`src/rtl/oddr_pkg.sv`:
```
// Shared types and PRBS7 constants for the ODDR pattern source.
// The PRBS7 step is kept here so the generator and sub-module agree.
package oddr_pkg;

  typedef enum logic [1:0] {
    CLK_FWD = 2'd0,
    TOGGLE  = 2'd1,
    PRBS7   = 2'd2,
    WALK    = 2'd3
  } mode_e;

  typedef enum logic {
    IDLE = 1'b0,
    RUN  = 1'b1
  } state_e;

  localparam logic [6:0] PRBS7_SEED = 7'h7F;
  localparam logic [6:0] PRBS7_TAPS = 7'b1100000;

  // x^7 + x^6 + 1, shifting towards the MSB
  function automatic logic [6:0] prbs7_step(
    input logic [6:0] s
  );
    return {s[5:0], ^(s & PRBS7_TAPS)};
  endfunction

endpackage

```
`src/rtl/prbs7_2x.sv`:
```
// Two-bits-per-cycle PRBS7 source; bits reflect the seed in the load cycle
// so the first beat of a run can be registered on the start edge.
module prbs7_2x
  import oddr_pkg::*;
(
  input  logic clk,
  input  logic rst,
  input  logic load,
  input  logic advance,
  output logic bit_r,
  output logic bit_f
);

  logic [6:0] s;
  logic [6:0] cur;
  logic [6:0] mid;

  always_comb begin
    cur = load ? PRBS7_SEED : s;
    mid = prbs7_step(cur);
  end

  assign bit_r = cur[6];
  assign bit_f = mid[6];

  always_ff @(posedge clk or posedge rst) begin
    if (rst) begin
      s <= PRBS7_SEED;
    end else if (load | advance) begin
      s <= prbs7_step(mid);
    end
  end

endmodule

```
`src/rtl/oddr_pattern_gen.sv`:
```
// Multi-channel ODDR pattern source: rise/fall data pair and output-enable
// per channel, with selectable pattern, rate divider and burst control.
module oddr_pattern_gen
  import oddr_pkg::*;
#(
  parameter int unsigned NUM_CH = 4,
  parameter int unsigned DIV_W  = 8,
  parameter int unsigned LEN_W  = 16
) (
  input  logic              clk,
  input  logic              rst,
  input  logic              enable,
  input  logic              start,
  input  logic              stop,
  input  logic [1:0]        mode,
  input  logic [DIV_W-1:0]  div,
  input  logic [LEN_W-1:0]  burst_len,
  input  logic [NUM_CH-1:0] ch_en,
  output logic [NUM_CH-1:0] d_rise,
  output logic [NUM_CH-1:0] d_fall,
  output logic [NUM_CH-1:0] oe,
  output logic              busy,
  output logic              done
);

  localparam int unsigned IDX_W = (NUM_CH > 1) ? $clog2(NUM_CH) : 1;
  localparam logic [IDX_W-1:0] IDX_LAST = IDX_W'(NUM_CH - 1);

  state_e state;
  state_e state_n;

  mode_e             mode_l;
  logic [DIV_W-1:0]  div_l;
  logic [LEN_W-1:0]  len_l;
  logic [NUM_CH-1:0] ch_l;

  logic [LEN_W-1:0]  cnt;
  logic [DIV_W-1:0]  dcnt;
  logic              lvl;
  logic [IDX_W-1:0]  idx;

  logic go;
  logic last;
  logic load;
  logic cont;
  logic emit;
  logic done_n;
  logic adv;
  logic prbs_r;
  logic prbs_f;

  mode_e             m_eff;
  logic [NUM_CH-1:0] ch_eff;
  logic [DIV_W-1:0]  dcnt_b;
  logic              lvl_b;
  logic [IDX_W-1:0]  idx_b;
  logic [NUM_CH-1:0] walk_b;
  logic [NUM_CH-1:0] rise_n;
  logic [NUM_CH-1:0] fall_n;

  assign go   = start & enable & ~stop;
  assign last = (len_l != '0) && (cnt == len_l);

  prbs7_2x u_prbs (
    .clk     (clk),
    .rst     (rst),
    .load    (load),
    .advance (cont),
    .bit_r   (prbs_r),
    .bit_f   (prbs_f)
  );

  always_ff @(posedge clk or posedge rst) begin
    if (rst) begin
      state <= IDLE;
    end else begin
      state <= state_n;
    end
  end

  always_comb begin
    state_n = state;
    unique case (state)
      IDLE:    if (go) state_n = RUN;
      RUN:     if (stop | ~enable | last) state_n = IDLE;
      default: state_n = IDLE;
    endcase
  end

  always_comb begin
    load   = (state == IDLE) & go;
    cont   = (state == RUN) & enable & ~stop & ~last;
    emit   = load | cont;
    done_n = (state == RUN) & enable & (stop | last);
    m_eff  = load ? mode_e'(mode) : mode_l;
    ch_eff = load ? ch_en : ch_l;
    adv    = (dcnt == div_l);
    // beat 0 of a run always starts from a fresh divider/level/index
    if (load) begin
      dcnt_b = '0;
      lvl_b  = 1'b1;
      idx_b  = '0;
    end else if (adv) begin
      dcnt_b = '0;
      lvl_b  = ~lvl;
      idx_b  = (idx == IDX_LAST) ? '0 : idx + 1'b1;
    end else begin
      dcnt_b = dcnt + 1'b1;
      lvl_b  = lvl;
      idx_b  = idx;
    end
    walk_b        = '0;
    walk_b[idx_b] = 1'b1;
    rise_n = '0;
    fall_n = '0;
    unique case (1'b1)
      (m_eff == CLK_FWD): begin
        rise_n = '1;
        fall_n = '0;
      end
      (m_eff == TOGGLE): begin
        rise_n = {NUM_CH{lvl_b}};
        fall_n = {NUM_CH{lvl_b}};
      end
      (m_eff == PRBS7): begin
        rise_n = {NUM_CH{prbs_r}};
        fall_n = {NUM_CH{prbs_f}};
      end
      default: begin
        rise_n = walk_b;
        fall_n = walk_b;
      end
    endcase
    rise_n = rise_n & ch_eff;
    fall_n = fall_n & ch_eff;
  end

  always_ff @(posedge clk or posedge rst) begin
    if (rst) begin
      mode_l <= CLK_FWD;
      div_l  <= '0;
      len_l  <= '0;
      ch_l   <= '0;
      cnt    <= '0;
      dcnt   <= '0;
      lvl    <= 1'b0;
      idx    <= '0;
      d_rise <= '0;
      d_fall <= '0;
      oe     <= '0;
      busy   <= 1'b0;
      done   <= 1'b0;
    end else begin
      if (load) begin
        mode_l <= mode_e'(mode);
        div_l  <= div;
        len_l  <= burst_len;
        ch_l   <= ch_en;
      end
      if (emit) begin
        cnt  <= load ? LEN_W'(1) : cnt + 1'b1;
        dcnt <= dcnt_b;
        lvl  <= lvl_b;
        idx  <= idx_b;
      end
      d_rise <= emit ? rise_n : '0;
      d_fall <= emit ? fall_n : '0;
      oe     <= emit ? ch_eff : '0;
      busy   <= emit;
      done   <= done_n;
    end
  end

endmodule

```
`config.mk`:
```
export PLATFORM = sky130hd
export DESIGN_NAME = oddr_pattern_gen
export DESIGN_NICKNAME = d
export VERILOG_FILES = /design/src/rtl/oddr_pkg.sv /design/src/rtl/prbs7_2x.sv /design/src/rtl/oddr_pattern_gen.sv
export SDC_FILE = /design/constraint.sdc
export NUM_CORES = 1
export LEC_CHECK = 0
export BUFFER_PORTS_ARGS = -buffer_cell sky130_fd_sc_hd__clkbuf_2
export CAP_MARGIN = 5
export CORE_MARGIN = 5
export CORE_UTILIZATION = 35
export CTS_CLUSTER_DIAMETER = 120
export DETAILED_ROUTE_END_ITERATION = 12
export GPL_TIMING_DRIVEN = 0
export PLACE_DENSITY_LB_ADDON = 0.2
export SYNTH_ARGS = -nofsm -noshare
export SYNTH_HDL_FRONTEND = slang
export SYNTH_SLANG_ARGS = --single-unit
```
`constraint.sdc`:
```
create_clock -name clk -period 4.7 [get_ports clk]
set_clock_uncertainty 0.1 [all_clocks]
set_input_delay 0 -clock clk [delete_from_list [all_inputs] [get_ports clk]]
set_output_delay 0 -clock clk [all_outputs]
set_load 0.005 [all_outputs]
```
==> metrics.yaml <==
status: "complete, no violations"
critPathRequiredTime_ns: 4.88
max_cap_violations: 0
yosys_warnings: 0
wire_per_inst_um: 14.1
grt_busiest_layer: "met2"
synth.most_common_cell: "nand2_1"
dp_hpwl_um: 6570
ys_ff_latch: 79
synth_nets: 452
syn_area_per_cell_um2: 9.32
yosysTopAreaCell: "dfrtp_1"
cts_tree: "built"
rsz0062_at_grt: "false"
yosys_most_used_dff: "dfrtp_1"
path_delay_family: "simple AND/OR/NAND/NOR gates"
antenna_found_initial: 0
cts_max_path_buffers: 2
crit_fanout: 7
crit_buf_inv: 1
r2r_start: "cnt[0]"
cpMaxStageDelayCell: "dlygate4sd3_1"
pin_count: 49
globalRouteMet2Util_pct: 22.8
grt_usage_pct: 15.0
grt-ovfl-total: 0
path_cells: "xor2_1 > nor4_2 > nand3_2 > nor2_1 > nor2_1 > nor2_1 > dlygate4sd3_1"
vias_per_cell: 5.00
synth_top_area_share_pct: 46.7
drt_drc_violations_left: 0
grt_pass1_wl_um: 16100
seqCellArea_um2: 1990
post-cts-setup-buffers: 0
clk_latency_ns: 0.35
criticalPathCategory: "flip-flop to flip-flop"
synthArstFlopShare_pct: 100
gp_congestion: 0.781
grt_pass1_vias: 3299
setup_viol: 0
min_period_ns: 2.44
p_leak_nw: 2.29
synth_edf_count: 0
drv_slew: 0
worst_slew_pin_slew_ns: 0.609
antenna_left: 0
wirelength_um: 9230
reg2reg_depth: 7
numCtsBuffers: 9
synth_top_cells_by_count: "nand2_1, dfrtp_1, nor2_1, a21oi_1, xor2_1"
hold_class: "input port to asynchronous set/reset pin"
fin_nets: 547
drt_pass1_iterations: 4
hold_viol: 0
grt_use_met1_pct: 21.9
vias: 3273
cts-root-buf: "clkbuf_8"
tns_ns: 0
grt_max_degree: 63
drtIter0Drc: 181
ctsHtreeMaxLevel: 3
cts.sinks: 79
syn_to_final_growth_pct: 26.4
diodes: 0
power_per_cell_area_nw_per_um2: 340
critPathLaunchType: "flip-flop"
r2r-end: "done"
die_h_um: 115
use_met3_pct: 2.32
syn_area_um2: 3860
initial_utilization_pct: 35.6
ys_types: 48
fillers: 1085
core_um2: 10800
synthTopCellsByArea: "dfrtp_1, nand2_1, dfstp_2"
multi_input_area_um2: 1720
die_area_um2: 13200
startpoint: "cnt[0]"
ys_seq_area_share_pct: 51.5
portBuffers: 48
ir_drop_mv: 0.128
critPathArrivalTime_ns: 2.62
min_period_over_period_pct: 51.8
clkTransAtPathRegs_ns: 0.08
timing.slew.headroom_pct: 59.4
fp-row-count: 38
critPathCaptureType: "flip-flop"
drive_above_1_share_pct: 18.3
path_common_cell: "nor2_1"
die_w_um: 115
max_freq_mhz: 411
reg2reg_slack_ns: 2.26
postSynthCellCount: 414
slowest_delay_ns: 0.54
hold-worst-slack_ns: 0.0240
-- area by class of cell --
type | count | share of cell area [%]
buffer | 20 | 2.36
clock buffer | 11 | 2.90
clock inverter | 5 | 1.67
inverter | 11 | 0.898
multi-input combinational | 304 | 35.2
sequential | 79 | 40.7
tap | 140 | 3.59
timing repair buffer | 84 | 12.7
-- logic make-up (layout without fill, tap and decap cells) --
group / count (synthesis) / in the layout / synth area share (%)
flops: 79 / 79 / 51.5
xor+xnor: 28 / 28 / 6.36
compound gates: 59 / 59 / 9.60
simple gates: 207 / 207 / 25.6
fa+ha+maj: 3 / 3 / 0.973
buf+inv: 31 / 131 / 4.05
mux: 7 / 7 / 1.98
-- registers in the layout (all words and copies together), names as in the netlist --
name and cells:
div_l 8, ch_l 4, idx 2, oe 4, d_fall 4, cnt 16, done 1, dcnt 8
d_rise 4, mode_l 2, busy 1, lvl 1, u_prbs.s 7, len_l 16, state 1
-- worst max path at each step --
| stage | cells after the start | slack, ns | endpoint |
|---|---|---|---|
| after global placement | 2 | 1.61 | len_l[14] |
| after global routing | 7 | 2.03 | done |
| after detailed placement | 7 | 2.47 | d_fall[0] |
| final | 7 | 2.26 | done |
| after floorplan | 1 | 2.59 | busy |
| after CTS | 7 | 2.28 | done |
-- power breakdown --
group / total, mW / internal (mW) / switching (mW)
clock network: 0.564 / 0.314 / 0.250
logic: 0.270 / 0.125 / 0.145
registers: 0.822 / 0.758 / 0.0637
-- placed cells by master (no fill, tap or decap), types with 2 or more instances in the layout --
cell type | synthesis | routed
nor3_1 | 11 | 11
o21ai_0 | 14 | 14
a21oi_1 | 20 | 20
nand2b_1 | 3 | 3
clkbuf_1 | 6 | 7
o211ai_1 | 5 | 5
nor4_2 | 3 | 3
clkbuf_2 | 1 | 49
buf_6 | 3 | 3
buf_1 | 3 | 3
o31ai_1 | 7 | 7
dfrtp_1 | 72 | 72
dlygate4sd3_1 | 0 | 35
bufinv_16 | 0 | 2
or4_1 | 3 | 3
nand2_1 | 97 | 97
xnor2_1 | 10 | 10
xor2_1 | 18 | 18
buf_4 | 3 | 3
mux2i_1 | 5 | 5
dfstp_2 | 7 | 7
o32ai_1 | 2 | 2
inv_1 | 11 | 10
nand3_1 | 16 | 16
or2_2 | 3 | 3
clkbuf_8 | 0 | 10
buf_2 | 4 | 4
nor2_1 | 27 | 27
or3_1 | 8 | 8
and3_1 | 6 | 6
o22ai_1 | 3 | 3
ha_1 | 3 | 3
nand4_1 | 7 | 7
nand3b_1 | 3 | 3
nor4_1 | 14 | 14
-- what timing repair did --
action | 4_1_cts | 5_1_grt
hold endpoints to repair | 108 | 0
hold buffers | 35 | 0
resized for setup | 0 | 0
-- tightest hold or removal path, stage by stage --
cell and delay [ns]:
dlygate4sd3_1 0.53, clkbuf_2 0.12, inv_4 0.21
-- per-layer routing --
metal | up-vias | wire [µm]
li1 | 1622 | -
met5 | - | 0
met3 | 8 | 432
met2 | 72 | 4050
met4 | 0 | 121
met1 | 1571 | 4620
-- through the flow --
step | instance area [µm²] | cells | total power, mW | setup slack (ns) | utilization [%]
finish | 4880 | 654 | 1.66 | 2.26 | 45.0
global route | 4880 | 654 | 1.75 | 2.03 | 45.0
floorplan | 3860 | 414 | 0.999 | 2.59 | -
global placement | 4270 | 602 | 1.08 | 1.61 | 39.4
CTS | 4880 | 654 | 1.68 | 2.28 | 45.0
detailed placement | 4300 | 603 | 1.09 | 2.47 | 39.7
Note: power is estimated with default switching activity, not from simulation.
